`config.mk`:
```
export PLATFORM = sky130hd
export DESIGN_NAME = hdmi_video_timing
export DESIGN_NICKNAME = d
export VERILOG_FILES = /design/src/rtl/hdmi_video_timing_pkg.sv /design/src/rtl/hdmi_timing_axis_cnt.sv /design/src/rtl/hdmi_video_timing.sv
export SDC_FILE = /design/constraint.sdc
export NUM_CORES = 1
export LEC_CHECK = 0
export ABC_AREA = 1
export BUFFER_PORTS_ARGS = -buffer_cell sky130_fd_sc_hd__buf_2
export CORE_MARGIN = 3
export CORE_UTILIZATION = 32
export CTS_BUF_LIST = sky130_fd_sc_hd__clkbuf_2 sky130_fd_sc_hd__clkbuf_4 sky130_fd_sc_hd__clkbuf_8
export DETAILED_ROUTE_END_ITERATION = 6
export SKIP_CTS_REPAIR_TIMING = 1
export SYNTH_ARGS = -nofsm -noshare
export SYNTH_HDL_FRONTEND = slang
export SYNTH_HIERARCHICAL = 1
export SYNTH_SLANG_ARGS = --single-unit
```
`constraint.sdc`:
```
create_clock -name ACLK -period 6.24 [get_ports ACLK]
set_input_delay 0.312 -clock ACLK [delete_from_list [all_inputs] [get_ports ACLK]]
set_output_delay 0.312 -clock ACLK [all_outputs]
set_load 0.02 [all_outputs]
```
`src/rtl/hdmi_video_timing_pkg.sv`:
```
// -----------------------------------------------------------------------------
// hdmi_video_timing_pkg
//
// Shared definitions for the HDMI video timing generator:
//   - region_t      : position of an axis counter inside its line/frame
//                     (active, front porch, sync, back porch)
//   - PIX_*_LSB     : bit offsets of the R/G/B channels in the 32-bit pixel
//   - ST_IDLE/ST_RUN: top-level FSM state encodings
//   - pol_apply()   : maps a raw sync condition onto the pin level for a
//                     given polarity (1 = active-high pulse)
// -----------------------------------------------------------------------------
package hdmi_video_timing_pkg;

   // Region order along an axis is always active -> fp -> sync -> bp.
   typedef enum logic [1:0] {
      REGION_ACTIVE = 2'd0,
      REGION_FP     = 2'd1,
      REGION_SYNC   = 2'd2,
      REGION_BP     = 2'd3
   } region_t;

   // Pixel word layout: [31:24] unused, [23:16] R, [15:8] G, [7:0] B.
   localparam int PIX_CH_W  = 8;
   localparam int PIX_R_LSB = 16;
   localparam int PIX_G_LSB = 8;
   localparam int PIX_B_LSB = 0;

   // Top-level FSM encodings.
   localparam logic [0:0] ST_IDLE = 1'b0;
   localparam logic [0:0] ST_RUN  = 1'b1;

   // Pin level for a sync signal: pol=1 drives the raw condition directly,
   // pol=0 drives its inverse (active-low pulse).
   function automatic logic pol_apply(input logic raw, input logic pol);
      return pol ? raw : ~raw;
   endfunction

endpackage

```
`src/rtl/hdmi_timing_axis_cnt.sv`:
```
// -----------------------------------------------------------------------------
// hdmi_timing_axis_cnt
//
// Generic timing axis: a counter running 0..(active+fp+sync+bp)-1 plus a
// region decoder. Used once for the horizontal axis (advancing every pixel)
// and once for the vertical axis (advancing on horizontal wrap).
//
// Ports:
//   clk        in   clock, rising edge
//   rst        in   synchronous reset, clears the counter
//   clr        in   synchronous clear (axis idle), clears the counter
//   adv        in   advance the counter by one this cycle
//   active_len in   C_WIDTH  length of the active region
//   fp_len     in   C_WIDTH  length of the front porch
//   sync_len   in   C_WIDTH  length of the sync pulse
//   bp_len     in   C_WIDTH  length of the back porch
//   cnt        out  C_WIDTH  current position
//   active     out  cnt is inside the active region
//   sync       out  cnt is inside the sync region
//   wrap       out  counter is at its last position and advances this cycle
// -----------------------------------------------------------------------------
module hdmi_timing_axis_cnt
   import hdmi_video_timing_pkg::*;
#(
   parameter int C_WIDTH = 12
) (
   input  logic               clk,
   input  logic               rst,
   input  logic               clr,
   input  logic               adv,
   input  logic [C_WIDTH-1:0] active_len,
   input  logic [C_WIDTH-1:0] fp_len,
   input  logic [C_WIDTH-1:0] sync_len,
   input  logic [C_WIDTH-1:0] bp_len,
   output logic [C_WIDTH-1:0] cnt,
   output logic               active,
   output logic               sync,
   output logic               wrap
);

   // Region boundaries are summed one bit wider than the fields so that the
   // comparisons never see a carry-out wrap.
   logic [C_WIDTH:0] fp_end;
   logic [C_WIDTH:0] sync_end;
   logic [C_WIDTH:0] total;
   logic [C_WIDTH:0] last_pos;
   logic [C_WIDTH:0] cnt_x;
   logic             last;
   region_t          region;

   always_comb begin
      fp_end   = {1'b0, active_len} + {1'b0, fp_len};
      sync_end = fp_end + {1'b0, sync_len};
      total    = sync_end + {1'b0, bp_len};
      last_pos = total - (C_WIDTH + 1)'(1);
      cnt_x    = {1'b0, cnt};
   end

   always_comb begin
      region = REGION_BP;
      if (cnt_x < {1'b0, active_len}) begin
         region = REGION_ACTIVE;
      end else if (cnt_x < fp_end) begin
         region = REGION_FP;
      end else if (cnt_x < sync_end) begin
         region = REGION_SYNC;
      end
   end

   assign active = (region == REGION_ACTIVE);
   assign sync   = (region == REGION_SYNC);
   assign last   = (cnt_x == last_pos);
   assign wrap   = adv && last;

   always_ff @(posedge clk) begin
      if (rst || clr) begin
         cnt <= '0;
      end else if (adv) begin
         cnt <= last ? '0 : cnt + C_WIDTH'(1);
      end
   end

endmodule

```
`src/rtl/hdmi_video_timing.sv`:
```
// -----------------------------------------------------------------------------
// hdmi_video_timing
//
// Video timing generator and pixel sink between the frame-buffer read DMA and
// the HDMI transmitter pins. Produces DE/HSYNC/VSYNC from run-time timing
// fields and pulls one pixel from the input stream per active pixel slot.
//
// Pixel handshake: a pixel transfers in any cycle where S_PIXEL_VALID and
// S_PIXEL_READY are both high. READY is high exactly in active pixel slots
// (while running and out of reset) and does not depend on VALID. A slot whose
// VALID is low is lost: HDMI_DATA shows black, UNDERRUN pulses, and the stream
// is neither stalled nor re-aligned.
//
// Ports:
//   ACLK          in   pixel clock, rising edge
//   RST           in   synchronous active-high reset
//   EN            in   timing enable; low forces idle
//   H_ACTIVE/H_FP/H_SYNC/H_BP  in  C_H_WIDTH  horizontal timing in pixels
//   V_ACTIVE/V_FP/V_SYNC/V_BP  in  C_V_WIDTH  vertical timing in lines
//   HS_POL/VS_POL in   sync polarity, 1 = active-high pulse
//   S_PIXEL_VALID in   pixel available
//   S_PIXEL_DATA  in   32  pixel, [23:16]=R [15:8]=G [7:0]=B
//   S_PIXEL_READY out  pixel consumed this cycle
//   HDMI_DE       out  data enable
//   HDMI_HSYNC    out  horizontal sync pin level
//   HDMI_VSYNC    out  vertical sync pin level
//   HDMI_DATA     out  24  RGB pixel data, zero when blanked
//   FRAME_START   out  pulse aligned with the first pixel slot of a frame
//   UNDERRUN      out  pulse aligned with an active slot that had no pixel
//   DBG_STATE     out  FSM state (ST_IDLE / ST_RUN)
//
// All pin outputs, FRAME_START and UNDERRUN are registered one cycle after
// the counter state they describe, so they are mutually aligned.
// -----------------------------------------------------------------------------
module hdmi_video_timing
   import hdmi_video_timing_pkg::*;
#(
   parameter int C_H_WIDTH = 12,
   parameter int C_V_WIDTH = 12
) (
   input  logic                 ACLK,
   input  logic                 RST,
   input  logic                 EN,
   input  logic [C_H_WIDTH-1:0] H_ACTIVE,
   input  logic [C_H_WIDTH-1:0] H_FP,
   input  logic [C_H_WIDTH-1:0] H_SYNC,
   input  logic [C_H_WIDTH-1:0] H_BP,
   input  logic [C_V_WIDTH-1:0] V_ACTIVE,
   input  logic [C_V_WIDTH-1:0] V_FP,
   input  logic [C_V_WIDTH-1:0] V_SYNC,
   input  logic [C_V_WIDTH-1:0] V_BP,
   input  logic                 HS_POL,
   input  logic                 VS_POL,
   input  logic                 S_PIXEL_VALID,
   input  logic [31:0]          S_PIXEL_DATA,
   output logic                 S_PIXEL_READY,
   output logic                 HDMI_DE,
   output logic                 HDMI_HSYNC,
   output logic                 HDMI_VSYNC,
   output logic [23:0]          HDMI_DATA,
   output logic                 FRAME_START,
   output logic                 UNDERRUN,
   output logic [0:0]           DBG_STATE
);

   logic [0:0] state_q;
   logic       run_now;
   logic       load_shadow;

   // Shadow copies of the timing fields; stable for a whole frame.
   logic [C_H_WIDTH-1:0] h_active_q;
   logic [C_H_WIDTH-1:0] h_fp_q;
   logic [C_H_WIDTH-1:0] h_sync_q;
   logic [C_H_WIDTH-1:0] h_bp_q;
   logic [C_V_WIDTH-1:0] v_active_q;
   logic [C_V_WIDTH-1:0] v_fp_q;
   logic [C_V_WIDTH-1:0] v_sync_q;
   logic [C_V_WIDTH-1:0] v_bp_q;

   logic [C_H_WIDTH-1:0] hcnt;
   logic                 h_active;
   logic                 h_sync;
   logic                 h_wrap;
   logic [C_V_WIDTH-1:0] vcnt;
   logic                 v_active;
   logic                 v_sync;
   logic                 v_wrap;

   logic                 pix_active;
   logic                 frame_first;
   logic [23:0]          pix_rgb;
   logic                 unused_alpha;

   // ---------------------------------------------------------------------------
   // FSM: IDLE <-> RUN follows EN directly. Dropping EN leaves RUN on the very
   // next edge, wherever the counters are.
   // ---------------------------------------------------------------------------
   always_ff @(posedge ACLK) begin
      if (RST) begin
         state_q <= ST_IDLE;
      end else begin
         state_q <= EN ? ST_RUN : ST_IDLE;
      end
   end

   assign DBG_STATE = state_q;

   // Counting only happens while the FSM is in RUN and EN is still high; the
   // cycle in which EN falls already behaves as idle.
   assign run_now = (state_q == ST_RUN) && EN;

   // ---------------------------------------------------------------------------
   // Shadow timing. Loaded continuously while idle (so the first frame after
   // enable uses the values present when EN rose) and on the edge that wraps
   // into a new frame, so the new frame starts with the new values.
   // ---------------------------------------------------------------------------
   assign load_shadow = (state_q == ST_IDLE) || v_wrap;

   always_ff @(posedge ACLK) begin
      if (RST || load_shadow) begin
         h_active_q <= H_ACTIVE;
         h_fp_q     <= H_FP;
         h_sync_q   <= H_SYNC;
         h_bp_q     <= H_BP;
         v_active_q <= V_ACTIVE;
         v_fp_q     <= V_FP;
         v_sync_q   <= V_SYNC;
         v_bp_q     <= V_BP;
      end
   end

   // ---------------------------------------------------------------------------
   // Axis counters. The vertical counter advances on horizontal wrap, so its
   // sync region can only change at a line boundary.
   // ---------------------------------------------------------------------------
   hdmi_timing_axis_cnt #(
      .C_WIDTH   (C_H_WIDTH)
   ) u_h_axis (
      .clk       (ACLK),
      .rst       (RST),
      .clr       (!run_now),
      .adv       (run_now),
      .active_len(h_active_q),
      .fp_len    (h_fp_q),
      .sync_len  (h_sync_q),
      .bp_len    (h_bp_q),
      .cnt       (hcnt),
      .active    (h_active),
      .sync      (h_sync),
      .wrap      (h_wrap)
   );

   hdmi_timing_axis_cnt #(
      .C_WIDTH   (C_V_WIDTH)
   ) u_v_axis (
      .clk       (ACLK),
      .rst       (RST),
      .clr       (!run_now),
      .adv       (h_wrap),
      .active_len(v_active_q),
      .fp_len    (v_fp_q),
      .sync_len  (v_sync_q),
      .bp_len    (v_bp_q),
      .cnt       (vcnt),
      .active    (v_active),
      .sync      (v_sync),
      .wrap      (v_wrap)
   );

   // ---------------------------------------------------------------------------
   // Pixel slot decode and handshake.
   // ---------------------------------------------------------------------------
   assign pix_active    = run_now && h_active && v_active;
   assign S_PIXEL_READY = pix_active && !RST;
   assign frame_first   = (hcnt == '0) && (vcnt == '0);

   assign pix_rgb = {S_PIXEL_DATA[PIX_R_LSB +: PIX_CH_W],
                     S_PIXEL_DATA[PIX_G_LSB +: PIX_CH_W],
                     S_PIXEL_DATA[PIX_B_LSB +: PIX_CH_W]};

   // The top byte carries no colour information.
   assign unused_alpha = ^S_PIXEL_DATA[31:24];

   // ---------------------------------------------------------------------------
   // Registered pin stage. Reset and idle share one branch: DE/DATA/pulses low
   // and both syncs at the inactive level for the present polarity.
   // ---------------------------------------------------------------------------
   always_ff @(posedge ACLK) begin
      if (RST || !run_now) begin
         HDMI_DE     <= 1'b0;
         HDMI_HSYNC  <= ~HS_POL;
         HDMI_VSYNC  <= ~VS_POL;
         HDMI_DATA   <= '0;
         FRAME_START <= 1'b0;
         UNDERRUN    <= 1'b0;
      end else begin
         HDMI_DE     <= pix_active;
         HDMI_HSYNC  <= pol_apply(h_sync, HS_POL);
         HDMI_VSYNC  <= pol_apply(v_sync, VS_POL);
         HDMI_DATA   <= (pix_active && S_PIXEL_VALID) ? pix_rgb : '0;
         FRAME_START <= frame_first;
         UNDERRUN    <= pix_active && !S_PIXEL_VALID;
      end
   end

endmodule
```
==> impl_metrics.py <==
metrics = {
    "drt": {
        "wirelength_um": 28700,
        "wl_per_cell_um": 13.6,
        "dr_total_vias": 9560,
        "drc_errors": 0,
        "viasPerCell": 4.54,
        "first_pass_iters": 5,
        "final_antenna_net_count": 0,
        "drt_iter0_drc": 543,
    },
    "global_route": {
        "grt.overflow.total": 0,
        "grt_use_met2": 0.254,
        "grt_pass1_wl_um": 43400,
        "grt_use_total": 0.149,
        "grt_pass1_vias": 8810,
        "use_met1": 0.189,
        "busiest_layer": "met2",
        "grt_use_met3": 0.0351,
        "antenna_found_initial": 1,
        "grt_max_degree": 57,
    },
    "sta": {
        "whs_ps": 30.8,
        "drv_slew": 0,
        "slew_headroom": 0.597,
        "fin_crit_ps": 5830,
        "clock_skew_ps": 13.2,
        "fin_tns_setup_ps": 0,
        "setup_ws_ps": 414,
        "tightest_slew_ps": 602,
        "period_share": 0.934,
        "fmax_mhz": 172,
        "hold_viol": 0,
        "setup_viol": 0,
    },
    "logic_synthesis": {
        "synth_cell_type_count": 45,
        "yosysTopAreaCell": "edfxtp_1",
        "synth_flop_cell": "edfxtp_1",
        "synth-edff-count": 96,
        "yosysSeqAreaShare": 0.356,
        "syn_nets": 1678,
        "synthArstFlopShare": 0,
        "ys_seq_elements": 150,
        "synth_top_area_share": 0.259,
        "synthCells": 1380,
        "yosys-top-cells-area": "edfxtp_1 (26%), ha_1 (18%), nand2_1 (10%), dfxtp_1 (9.7%), inv_1 (9.1%)",
        "syn_avg_cell_area_um2": 8.07,
        "netlist_area_um2": 11100,
        "synth_warnings": 6,
    },
    "floorplan": {
        "start_util": 0.328,
        "fp.dieW_um": 193,
        "io_pins": 165,
        "die_h_um": 193,
        "dieArea_um2": 37100,
        "num_rows": 67,
        "core_area_um2": 34000,
    },
    "cells_and_area": {
        "nets": 1944,
        "syn_to_final_growth_pct": 25.4,
        "ff_latch_area_um2": 3960,
        "drive_gt1_frac": 0.169,
        "nFillCells": 3433,
        "fin_cells": 2108,
        "multiInputGateArea_um2": 6170,
        "fin_util": 0.411,
    },
    "clock_network": {
        "numCtsBuffers": 17,
        "cts_root_buf": "clkbuf_8",
        "cts.reportedPaths.clkPinSlew_ps": 90,
        "cts.sinks": 150,
        "worstSkewPairLatency_ps": 480,
        "cts_buffer_depth": 2,
        "cts_tree": "built",
        "htree_levels": 4,
    },
    "setup_path": {
        "crit_end": "h_fp_q[4]",
        "cp-startpoint": "v_active_q[0]",
        "ff2ff_setup_slack_ps": 410,
        "worstReg2RegEnd": "h_fp_q[4]",
        "critPathArrivalTime_ps": 6050,
        "startpoint_type": "flip-flop",
        "critical_path.slowest_cell": "or3b_4",
        "r2r-start": "v_active_q[0]",
        "path_class": "flip-flop to flip-flop",
        "crit_path_max_fanout": 28,
        "r2r_cells": 31,
        "worst_ep_required_time_ps": 6470,
        "cpPeakStageDelay_ps": 480,
        "endpoint_kind": "flip-flop",
    },
    "power": {
        "power_density_nw_per_um2": 346,
        "ir_worst_vdd_mv": 0.263,
        "p_leak_nw": 7.19,
    },
    "placed_design": {
        "dp_cells": 1982,
        "dp_hpwl_um": 22300,
        "dp_slack_ps": 272,
        "routabilityCongestion": 0.835,
        "numPortBuffers": 156,
    },
    "outcome": {
        "status": "finished clean",
    },
    "hold_path": {
        "hp-class": "primary input to flip-flop",
    },
    "run": {
        "maxCapViolCount": 0,
    },
}
[cell families (layout without fill, tap and decap cells)]
kind of cell | after synthesis | count (layout) | share of synthesized area
flip-flops | 150 | 150 | 0.356
AND/OR/NAND/NOR | 581 | 581 | 0.233
other | 0 | 1 | 0
adder cells (fa/ha/maj) | 164 | 164 | 0.188
buffers and inverters | 278 | 557 | 0.0961
XOR/XNOR | 77 | 77 | 0.0606
AO/OA/AOI/OAI | 130 | 130 | 0.0661
[per-stage QoR]
stage / area, µm² / power, W
2_1_floorplan: 11100 / 0.00331
3_3_place_gp: 12500 / 0.00384
3_5_place_dp: 12500 / 0.00388
4_1_cts: 12900 / 0.00476
5_1_grt: 14000 / 0.00533
6_report: 14000 / 0.00483
[power by group]
group / switching [W] / internal (W)
logic: 0.00177 / 0.00108
registers: 0.0000204 / 0.00110
clock network: 0.000408 / 0.000450
total: 0.00220 / 0.00263
[worst max-delay path, delay by kind of cell, from the launching register on]
kind,cells,cell delay [ps]
compound gates,5,910
xor+xnor,2,460
fa+ha+maj,5,1450
buf+inv,6,530
flops,1,370
simple gates,13,1850
[layer usage]
metal	wire length [µm]	vias up
met5	0	-
met2	13800	194
met4	418	0
met1	13000	4376
met3	1490	22
li1	-	4968
[placed cells by master (no fill, tap or decap), drive strengths merged, types with 4 or more instances in the layout]
cell type	netlist	final
nand2	325	325
inv	273	277
buf	4	160
ha	158	158
nor2	149	149
edfxtp	96	96
dlygate4sd3	0	89
a21oi	75	75
nand3	71	71
xor2	58	58
dfxtp	54	54
clkbuf	0	20
xnor2	19	19
o21ai	19	19
nand4	18	18
a21o	8	8
a31oi	8	8
nor3	7	7
nand3b	6	6
fa	6	6
o211ai	5	5
clkinv	1	5
bufinv	0	4
[worst min path at each step]
stage	slack (ps)	start	depth (start not counted)	end
detailed placement	490	H_SYNC[9]	1	h_sync_q[9]
finish	30	H_BP[10]	1	h_bp_q[10]
CTS	-40	V_ACTIVE[9]	1	v_active_q[9]
global route	-1	H_BP[10]	1	h_bp_q[10]
global placement	490	H_BP[0]	1	h_bp_q[0]
floorplan	380	RST	1	DBG_STATE
[synth_stat cells (2+ instances only)]
master	n
xnor2_1	19
buf_6	3
o21ai_0	15
inv_1	269
o21bai_1	3
nor2_4	3
nand3_2	4
nor2_2	34
nand4_1	15
nand2_2	14
fa_1	6
a21oi_1	75
o22ai_1	2
inv_2	4
o211ai_1	5
nor2_1	112
ha_1	158
o21ai_1	4
nor3_1	3
a31oi_1	8
nor3_2	3
xor2_1	58
o21a_1	2
edfxtp_1	96
a21o_1	8
nand2_1	310
nand3b_1	6
o211a_1	2
nand3_1	67
a21boi_0	3
dfxtp_1	54
nand4_2	2
[state kept, by name, summed over array words and instances, names as in the netlist, 12 cells and up]
register / cells
h_active_q: 12
v_active_q: 12
u_h_axis/cnt: 12
v_bp_q: 12
h_bp_q: 12
u_v_axis/cnt: 12
v_fp_q: 12
h_fp_q: 12
v_sync_q: 12
HDMI_DATA: 24
h_sync_q: 12
[area by class of cell]
| cell class | count | share of cell area |
|---|---|---|
| clock buffers | 18 | 0.0177 |
| inverters | 274 | 0.0738 |
| flip-flops and latches | 150 | 0.284 |
| diodes | 1 | 0.000179 |
| repair buffers | 251 | 0.128 |
| well taps | 448 | 0.0401 |
| clock inverters | 14 | 0.0141 |
| multi-input cells | 952 | 0.442 |
(Power assumes the default switching activity.)
